--- config.mk ---
export PLATFORM = sky130hd
export DESIGN_NAME = logo_motion_controller
export DESIGN_NICKNAME = d
export VERILOG_FILES = /design/src/rtl/vga_pkg.sv /design/src/rtl/bounce_axis.sv /design/src/rtl/logo_motion_controller.sv
export SDC_FILE = /design/constraint.sdc
export NUM_CORES = 1
export LEC_CHECK = 0
export CAP_MARGIN = 20
export CELL_PAD_IN_SITES_DETAIL_PLACEMENT = 2
export CELL_PAD_IN_SITES_GLOBAL_PLACEMENT = 2
export CORE_MARGIN = 2
export CORE_UTILIZATION = 25
export CTS_BUF_LIST = sky130_fd_sc_hd__clkbuf_8
export DETAILED_ROUTE_END_ITERATION = 12
export GPL_ROUTABILITY_DRIVEN = 0
export GPL_TIMING_DRIVEN = 0
export PLACE_DENSITY = 0.6
export SLEW_MARGIN = 30
export SYNTH_ARGS = -nofsm -noshare
export SYNTH_HDL_FRONTEND = slang
export SYNTH_HIERARCHICAL = 1
export SYNTH_SLANG_ARGS = --single-unit
--- constraint.sdc ---
create_clock -name clk_i -period 2.7 [get_ports clk_i]
set_input_delay 0.27 -clock clk_i [delete_from_list [all_inputs] [get_ports clk_i]]
set_output_delay 0.27 -clock clk_i [all_outputs]
set_load 0.02 [all_outputs]
--- src/rtl/vga_pkg.sv ---
// Shared VGA timing constants and motion-controller encodings.
//   VGA_H_ACTIVE / VGA_V_ACTIVE : visible raster size
//   motion_state_t + S_*        : motion FSM state encoding
//   dir_t + DIR_*               : axis direction encoding (INC = right/down)
//   next_color()                : bounce colour sequence 001..111, wrapping to 001
package vga_pkg;

  localparam int VGA_H_ACTIVE = 640;
  localparam int VGA_V_ACTIVE = 480;

  typedef logic [1:0] motion_state_t;
  localparam motion_state_t S_IDLE   = 2'd0;
  localparam motion_state_t S_STEP_X = 2'd1;
  localparam motion_state_t S_STEP_Y = 2'd2;

  typedef logic dir_t;
  localparam dir_t DIR_INC = 1'b0;  // RIGHT for X, DOWN for Y
  localparam dir_t DIR_DEC = 1'b1;  // LEFT for X, UP for Y

  // Black (000) is skipped so the logo never disappears on a bounce.
  function automatic logic [2:0] next_color(input logic [2:0] c);
    return (c == 3'b111) ? 3'b001 : c + 3'd1;
  endfunction

endpackage

--- src/rtl/bounce_axis.sv ---
// One axis of the bouncing logo: position/direction register with the
// clamp-and-flip rule applied when stepped.
//   clk_i, rst_ni : clock, async active-low reset
//   step_i        : apply one STEP move this cycle
//   clr_i         : clear the sticky hit flag
//   pos_o         : current position (logo edge)
//   hit_o         : edge hit in the current update (sticky flag, or the hit
//                   being produced by a step in this very cycle)
module bounce_axis
  import vga_pkg::*;
#(
  parameter int W     = 10,
  parameter int MAX   = 576,
  parameter int STEP  = 1,
  parameter int START = 0
) (
  input  logic         clk_i,
  input  logic         rst_ni,
  input  logic         step_i,
  input  logic         clr_i,
  output logic [W-1:0] pos_o,
  output logic         hit_o
);

  localparam logic [10:0]  MAX_L   = 11'(MAX);
  localparam logic [10:0]  STEP_L  = 11'(STEP);
  localparam logic [W-1:0] START_L = W'(START);

  logic [W-1:0] pos_q, pos_d;
  dir_t         dir_q, dir_d;
  logic         hit_q, hit_d;

  logic [10:0]  pos_ext;
  logic [10:0]  pos_nxt;
  dir_t         dir_nxt;
  logic         hit_nxt;

  // 11-bit arithmetic keeps pos+STEP from wrapping before the clamp compare.
  always_comb begin
    pos_ext = 11'(pos_q);
    pos_nxt = pos_ext;
    dir_nxt = dir_q;
    hit_nxt = 1'b0;
    if (dir_q == DIR_INC) begin
      if (pos_ext + STEP_L >= MAX_L) begin
        pos_nxt = MAX_L;
        dir_nxt = DIR_DEC;
        hit_nxt = 1'b1;
      end else begin
        pos_nxt = pos_ext + STEP_L;
      end
    end else begin
      if (pos_ext <= STEP_L) begin
        pos_nxt = 11'd0;
        dir_nxt = DIR_INC;
        hit_nxt = 1'b1;
      end else begin
        pos_nxt = pos_ext - STEP_L;
      end
    end
  end

  always_comb begin
    pos_d = pos_q;
    dir_d = dir_q;
    hit_d = hit_q;
    if (step_i) begin
      pos_d = pos_nxt[W-1:0];
      dir_d = dir_nxt;
      hit_d = hit_nxt;
    end else if (clr_i) begin
      hit_d = 1'b0;
    end
  end

  always_ff @(posedge clk_i or negedge rst_ni) begin
    if (!rst_ni) begin
      pos_q <= START_L;
      dir_q <= DIR_INC;
      hit_q <= 1'b0;
    end else begin
      pos_q <= pos_d;
      dir_q <= dir_d;
      hit_q <= hit_d;
    end
  end

  assign pos_o = pos_q;
  assign hit_o = hit_q | (step_i & hit_nxt);

endmodule

--- src/rtl/logo_motion_controller.sv ---
// Frame-rate scheduler that bounces the logo around the visible area and
// maps the raster position into logo-relative coordinates.
//   clk_i, rst_ni            : pixel clock, async active-low reset
//   enable_i                 : motion enable (freezes divider and position)
//   vertical_active_video_i  : vertical active-video flag
//   x_i, y_i                 : raster counters
//   x_offset_o, y_offset_o   : logo top-left corner
//   rel_x_o, rel_y_o         : raster minus offset, one cycle latency
//   in_logo_o                : raster inside the logo box, one cycle latency
//   color_o                  : {r,g,b} logo colour
//   bounce_o, corner_o       : one-cycle pulses on edge / corner hits
module logo_motion_controller
  import vga_pkg::*;
#(
  parameter int H_ACTIVE  = VGA_H_ACTIVE,
  parameter int V_ACTIVE  = VGA_V_ACTIVE,
  parameter int LOGO_W    = 64,
  parameter int LOGO_H    = 64,
  parameter int STEP      = 1,
  parameter int FRAME_DIV = 1,
  parameter int X_START   = 0,
  parameter int Y_START   = 0
) (
  input  logic       clk_i,
  input  logic       rst_ni,
  input  logic       enable_i,
  input  logic       vertical_active_video_i,
  input  logic [9:0] x_i,
  input  logic [8:0] y_i,
  output logic [9:0] x_offset_o,
  output logic [8:0] y_offset_o,
  output logic [9:0] rel_x_o,
  output logic [8:0] rel_y_o,
  output logic       in_logo_o,
  output logic [2:0] color_o,
  output logic       bounce_o,
  output logic       corner_o
);

  localparam logic [15:0] DIV_LAST = 16'(FRAME_DIV - 1);
  localparam logic [10:0] LOGO_W_L = 11'(LOGO_W);
  localparam logic [9:0]  LOGO_H_L = 10'(LOGO_H);

  // ---- frame tick: falling edge of vertical active video = vblank start
  logic vactive_q;
  logic tick;

  always_ff @(posedge clk_i or negedge rst_ni) begin
    if (!rst_ni) vactive_q <= 1'b0;
    else         vactive_q <= vertical_active_video_i;
  end

  assign tick = vactive_q & ~vertical_active_video_i;

  // ---- frame divider and motion FSM
  logic [15:0]   cnt_q, cnt_d;
  motion_state_t state_q, state_d;
  logic [2:0]    color_q, color_d;
  logic          bounce_q, bounce_d;
  logic          corner_q, corner_d;
  logic          update;
  logic          hit_x, hit_y;

  always_comb begin
    cnt_d    = cnt_q;
    state_d  = state_q;
    color_d  = color_q;
    bounce_d = 1'b0;
    corner_d = 1'b0;
    update   = 1'b0;

    // Ticks are only counted in S_IDLE; a stray tick mid-update is dropped.
    if (tick && enable_i && state_q == S_IDLE) begin
      if (cnt_q == DIV_LAST) begin
        cnt_d  = 16'd0;
        update = 1'b1;
      end else begin
        cnt_d = cnt_q + 16'd1;
      end
    end

    case (state_q)
      S_IDLE: begin
        if (update) state_d = S_STEP_X;
      end
      S_STEP_X: state_d = S_STEP_Y;
      S_STEP_Y: begin
        state_d = S_IDLE;
        if (hit_x || hit_y) begin
          bounce_d = 1'b1;
          color_d  = next_color(color_q);
        end
        corner_d = hit_x & hit_y;
      end
      default: state_d = S_IDLE;
    endcase
  end

  always_ff @(posedge clk_i or negedge rst_ni) begin
    if (!rst_ni) begin
      cnt_q    <= 16'd0;
      state_q  <= S_IDLE;
      color_q  <= 3'b111;
      bounce_q <= 1'b0;
      corner_q <= 1'b0;
    end else begin
      cnt_q    <= cnt_d;
      state_q  <= state_d;
      color_q  <= color_d;
      bounce_q <= bounce_d;
      corner_q <= corner_d;
    end
  end

  // ---- per-axis position registers (X stepped first, then Y)
  logic clr_hits;
  assign clr_hits = (state_q == S_IDLE);

  bounce_axis #(
    .W     (10),
    .MAX   (H_ACTIVE - LOGO_W),
    .STEP  (STEP),
    .START (X_START)
  ) u_axis_x (
    .clk_i  (clk_i),
    .rst_ni (rst_ni),
    .step_i (state_q == S_STEP_X),
    .clr_i  (clr_hits),
    .pos_o  (x_offset_o),
    .hit_o  (hit_x)
  );

  bounce_axis #(
    .W     (9),
    .MAX   (V_ACTIVE - LOGO_H),
    .STEP  (STEP),
    .START (Y_START)
  ) u_axis_y (
    .clk_i  (clk_i),
    .rst_ni (rst_ni),
    .step_i (state_q == S_STEP_Y),
    .clr_i  (clr_hits),
    .pos_o  (y_offset_o),
    .hit_o  (hit_y)
  );

  // ---- pixel path: one register stage, matched by delayed sync flags upstream
  logic [9:0] rel_x_q, rel_x_d;
  logic [8:0] rel_y_q, rel_y_d;
  logic       in_logo_q, in_logo_d;
  logic [10:0] x_ext, xo_ext;
  logic [9:0]  y_ext, yo_ext;

  always_comb begin
    x_ext     = 11'(x_i);
    xo_ext    = 11'(x_offset_o);
    y_ext     = 10'(y_i);
    yo_ext    = 10'(y_offset_o);
    rel_x_d   = x_i - x_offset_o;
    rel_y_d   = y_i - y_offset_o;
    in_logo_d = (x_ext >= xo_ext) && (x_ext < xo_ext + LOGO_W_L) &&
                (y_ext >= yo_ext) && (y_ext < yo_ext + LOGO_H_L);
  end

  always_ff @(posedge clk_i or negedge rst_ni) begin
    if (!rst_ni) begin
      rel_x_q   <= 10'd0;
      rel_y_q   <= 9'd0;
      in_logo_q <= 1'b0;
    end else begin
      rel_x_q   <= rel_x_d;
      rel_y_q   <= rel_y_d;
      in_logo_q <= in_logo_d;
    end
  end

  assign rel_x_o   = rel_x_q;
  assign rel_y_o   = rel_y_q;
  assign in_logo_o = in_logo_q;
  assign color_o   = color_q;
  assign bounce_o  = bounce_q;
  assign corner_o  = corner_q;

endmodule
-- Word level (Yosys, flattened, before mapping)
Cells that the tools add are included.
- equality and inequality tests: 4
- shift-type cells: 0
- $add $sub $neg: 10
- order comparisons: 8
- reductions and logical operators: 11
- bitwise operators: 7
- multiplexer cells: 28
- multiply operators: 0
- div/mod/pow operators: 0
- operator list (kind ; number):
    two-way mux 10 bit ; 3
    two-way mux 9 bit ; 3
    two-way mux 1 bit ; 18
    adder 16 x 1 -> 16 bit (second input constant) ; 1
    logical NOT 16 bit ; 1
    two-way mux 16 bit ; 1
    adder 10 x 1 -> 11 bit (second input constant) ; 1
    adder 10 x 7 -> 11 bit (second input constant) ; 1
    >= comparator 11 x 10 -> 1 bit (second input constant) ; 1
    less-than comparator 10 x 11 -> 1 bit ; 1
    adder 9 x 1 -> 10 bit (second input constant) ; 1
    adder 9 x 7 -> 10 bit (second input constant) ; 1
    >= comparator 10 bit ; 1
    >= comparator 10 x 9 -> 1 bit (second input constant) ; 1
    <= comparator 10 x 1 -> 1 bit (second input constant) ; 1
    less-than comparator 9 x 10 -> 1 bit ; 1
    subtractor 10 x 1 -> 10 bit (second input constant) ; 1
    subtractor 10 bit ; 1
    >= comparator 9 bit ; 1
    <= comparator 9 x 1 -> 1 bit (second input constant) ; 1
    subtractor 9 x 1 -> 9 bit (second input constant) ; 1
    subtractor 9 bit ; 1
    logical AND 1 bit ; 5
    bitwise AND 1 bit ; 4
    other kinds (14) ; 16
- bits in registers: 67
- bits in read-only memories: 0
- latch bits: 0
- memories kept: 0
- bits of input ports: 23
- RAM bits: 0

-- Logic depth before layout (Yosys ltp)
- depth after elaboration: 9
- mapped depth: 10
- mapped depth without buffers: 9

-- Cells and area by module
The synthesis kept the hierarchy.
- modules (own cells, without submodules) (module ; cells an instance ; times used ; sequential area each (µm²) ; area each (µm²)):
    logo_motion_controller ; 285 ; 1 ; 1104.8 ; 2819.0
    bounce_axis (u_axis_x) ; 129 ; 1 ; 300.3 ; 1063.5
    bounce_axis (u_axis_y) ; 122 ; 1 ; 275.3 ; 1024.7

-- Worst setup path before layout
No wires, ideal clock.
- path type: register -> register
- start point: reg u_axis_x.pos_q[1], in the netlist u_axis_x/pos_o[1]
- end point: reg color_q[1], in the netlist color_o[1]
- cell stages (with the launch flop): 9
- arrival: 2525 ps
- required time: 2618 ps
- clock period less this slack: 2607 ps
- setup time: 82 ps
- path slack: 93 ps
- cell sequence: dfrtp_1 > ha_1 > nand3_1 > a2111oi_0 > o21ai_0 > a21oi_1 > o21ai_0 > o21a_1 > mux2_2
- word-level cells in the longest chain between the ends: 8
- elaborated cells between the ends (all ways): 10
- classes of those cells: add/sub (1); order compare (2); mux (3); bitwise (2); reduce/logical (2)
- ends and longest elaborated chain (what ; RTL line ; RTL):
    start, declared ; bounce_axis.sv:29 ; logic [W-1:0] pos_q, pos_d;
    start signal, assigned ; bounce_axis.sv:82 ; pos_q <= pos_d;
    adder 10 x 1 -> 11 bit ; bounce_axis.sv:45 ; if (pos_ext + STEP_L >= MAX_L) begin
    >= comparator 11 x 10 -> 1 bit ; bounce_axis.sv:45 ;
    two-way mux 1 bit ; bounce_axis.sv:45 ;
    two-way mux 1 bit (*) ; bounce_axis.sv:44 ; if (dir_q == DIR_INC) begin
    bitwise AND 1 bit (*) ; bounce_axis.sv:89 ; assign hit_o = hit_q | (step_i & hit_nxt);
    bitwise OR 1 bit (*) ; bounce_axis.sv:89 ;
    net hit_x ; logo_motion_controller.sv:62 ; logic hit_x, hit_y;
    logical OR 1 bit (*) ; logo_motion_controller.sv:89 ; if (hit_x || hit_y) begin
    AND reduction 2 bit (no line) (*) ; n/a ;
    end signal, assigned ; logo_motion_controller.sv:109 ; color_q <= color_d;
    end, declared ; logo_motion_controller.sv:58 ; logic [2:0] color_q, color_d;
Mark *: on every way through the listed nets, which the timed path passes. The rest lies on a longest branch.
A chain may end at the register's enable or synchronous reset.

-- Worst setup path after layout
- start point: reg u_axis_y.pos_q[0], in the netlist u_axis_y/pos_o[0]
- end point: reg color_q[1], in the netlist color_o[1]
- word-level cells in the longest chain between the ends: 8
- elaborated cells between the ends (all ways): 10
- classes of those cells: add/sub (1); order compare (2); mux (3); bitwise (2); reduce/logical (2)
- ends and longest elaborated chain (what ; RTL line):
    start, declared ; bounce_axis.sv:29
    start signal, assigned ; bounce_axis.sv:82
    adder 9 x 1 -> 10 bit ; bounce_axis.sv:45
    >= comparator 10 x 9 -> 1 bit ; bounce_axis.sv:45
    two-way mux 1 bit ; bounce_axis.sv:45
    two-way mux 1 bit (*) ; bounce_axis.sv:44
    bitwise AND 1 bit (*) ; bounce_axis.sv:89
    bitwise OR 1 bit (*) ; bounce_axis.sv:89
    net hit_y ; logo_motion_controller.sv:62
    logical OR 1 bit (*) ; logo_motion_controller.sv:89
    AND reduction 2 bit (no line) (*) ; n/a
Marks and branches as above.

==> results.yml <==
outcome:
  status: "completed"
grt:
  grt_util_met2_pct: 27.89
  grt_pass1_wl_um: 26000
  antenna_found_initial: 0
  grt.met3_usage_pct: 2.020
  grt_use_met1_pct: 20.50
  overflow: 0
  busiest_layer: "met2"
  grt_pass1_vias: 4907
  grt_max_degree: 35
  grt_usage_pct: 16.02
detailed_routing:
  firstDrtPassIters: 4
  drt-initial-drc-count: 147
  routed_wl_um: 15940
  num_vias: 4488
  final_antenna_net_count: 0
  drc: 0
  viasPerCell: 5.003
  avgRoutedWirePerCell_um: 17.77
setup_path:
  crit_slowest_cell: "a221o_2"
  crit_required_ps: 2990
  critical_path_class: "register to register"
  endpoint_kind: "register"
  crit_family: "compound AO/OA/AOI/OAI gates"
  worstPathMaxFanout: 9
  crit_chain: "buf_6, and2_1, o22ai_1, a221o_2, nand3_2, a31o_2, o21a_2, mux2_2"
  path_buf_inv: 1
  crit_path_start_kind: "register"
  cp.arrival_ps: 2780
  critPathMaxStageDelay_ps: 470
floorplanning:
  num_io_pins: 67
  rows: 51
  coreArea_um2: 19330
  floorplan.initialDensity_pct: 25.38
  fp.dieW_um: 144.1
  die_h_um: 144.1
  dieArea_um2: 20760
yosys:
  synth-seq-area-share_pct: 34.24
  ys_seq_elements: 67
  syn-num-nets: 599
  async_reset_ff_share_pct: 100.0
  yosysUniqueCellTypes: 88
  yosys_warnings: 6
  synth_cells: 536
  synth-main-ff-cell: "dfrtp_1"
  avgSynthCellArea_um2: 9.155
  synth_edf_count: 0
  syn_area_um2: 4907
timing:
  final-max-slew-violation-count: 0
  hold_viol: 0
  timing.setup.tns_ps: 0
  grt_setup_unrepaired: "no"
  setup_viol_count_final: 0
  max-slew-margin-rel_pct: 62.63
  fin_skew_ps: 12.64
  fmax_mhz: 402.6
  fin_crit_ps: 2484
  fin_crit_sh_pct: 92.00
  worst_slew_pin_slew_ps: 560.5
clocking:
  clk_pin_slew_ps: 90
  cts_tree: "yes"
  cts_inserted_buffers: 9
  clock_latency_ps: 370
  cts_root_buffer: "clkbuf_8"
  cts_sinks: 67
  clock_path_buffers: 2
  cts_htree_levels: 3
power:
  leakage_uw: 0.002666
  ir_drop_mv: 0.1803
  p_per_area_nw_per_um2: 647.4
layout:
  finalNetCount: 690
  final_util_pct: 32.69
  areaGrowthSynthToFinish_pct: 28.81
  fin_area_um2: 6321
  drive_above_1_share_pct: 15.19
  antennaDiodeCount: 0
flow_run:
  max_cap_violations: 0
place:
  placed_area_um2: 5917
  hpwl_um: 11790
  port_buffers: 66
min_path:
  hp-class: "primary input to asynchronous set/reset pin"
==> metal layers <==
layer  vias up  wire length [um]
li1       2134                 -
met1      2271              7468
met2        68              7799
met3        15               414
met4         0               262
met5         -                 0
==> logic make-up (layout without fill, tap and decap cells) <==
kind of cell / after synthesis / in the layout / share of synthesized area (%)
simple gates: 195 / 195 / 22.28
compound gates: 132 / 132 / 19.89
buf+inv: 68 / 164 / 6.808
flops: 67 / 67 / 34.24
fa+ha+maj: 40 / 40 / 10.50
xor+xnor: 29 / 29 / 5.176
mux: 5 / 5 / 1.096
==> final cells by class <==
class	count	area, um^2
Multi-Input combinational cell	401	2944
Clock inverter	3	67.56
Inverter	47	176.4
Timing Repair Buffer	80	778.2
Sequential cell	67	1687
Tap cell	265	331.6
Clock buffer	13	178.9
Fill cell	2141	13010
Buffer	21	157.7
==> cell usage in the layout, fill, tap and decap left out, drive strengths merged, types with 5 or more instances in the layout <==
master,n
clkdlybuf4s50,65
o31a,5
and3,8
nand2b,5
nor3,17
xnor2,24
a31oi,8
nor2b,9
a21oi,23
o22ai,8
nand3,23
nand2,41
xor2,5
o31ai,5
clkbuf,20
nor4,7
buf,28
dfrtp,64
nand4,11
or3,6
ha,38
o21ai,28
nor2,40
inv,47
==> worst register-to-register path, delay by kind of cell, from the launching register on <==
kind                   cells  cell delay (ps)
AND/OR/NAND/NOR            2              490
AO/OA/AOI/OAI              4             1000
flip-flops                 1              430
buffers and inverters      1              160
multiplexers               1              340
==> worst paths after layout <==
kind,cells past startpoint,from,to,slack [ps]
max,8,u_axis_y/pos_o[0],color_o[1],220
max reg2reg,8,u_axis_y/pos_o[0],color_o[1],220
min,2,rst_ni,rel_y_o[1],400
min reg2reg,1,cnt_q[15],cnt_q[15],490
max in group asynchronous,3,rst_ni,u_axis_x/pos_o[0],1690
min in group clk_i,1,vertical_active_video_i,vactive_q,400
==> registers in the layout, summed over array words and instances, names as in the netlist <==
register	count
u_axis_x/pos_o	10
u_axis_y/dir_q	1
rel_x_o	10
u_axis_y/pos_o	9
bounce_o	1
color_o	3
in_logo_o	1
cnt_q	16
state_q	2
u_axis_x/dir_q	1
u_axis_y/hit_q	1
corner_o	1
u_axis_x/hit_q	1
rel_y_o	9
vactive_q	1
==> report_power, final <==
part           internal [uW]  total (uW)  switching, uW
clock                    622        1070            445
sequential              1160        1280            119
combinational            781        1750            965
total                   2560        4090           1530
==> timing repair <==
item                                   in CTS  in global routing
setup endpoints to repair                  12                  3
resized for setup                          13                  6
pin swaps                                   2                  2
buffers inserted                            3                  9
endpoints found under the hold margin      30                  0
hold buffers                                1                  0
==> per-stage QoR <==
step	worst slack, ps	cells	hold WS (ps)	power [uW]
final	216.1	897	396.6	4093
after detailed placement	-911.6	868	277.0	2961
after CTS	28.80	888	371.5	4076
after floorplan	92.51	536	-25.59	2286
after global placement	-1305	867	468.4	2909
after global routing	52.88	897	386.1	4366
==> synth_stat cells, drive strengths merged, types with 8 or more instances <==
cell / n / share of area, %
nand4: 11 / 1.5
o21ai: 28 / 2.9
inv: 47 / 3.6
nor3: 17 / 2.0
nand2: 41 / 3.1
ha: 38 / 9.7
o22ai: 8 / 1.0
nor2b: 9 / 1.1
dfrtp: 64 / 33
xnor2: 24 / 4.3
and3: 8 / 1.0
a21oi: 23 / 2.3
buf: 14 / 2.5
a31oi: 8 / 1.3
nor2: 40 / 3.1
nand3: 23 / 2.8
(Power assumes the default switching activity.)
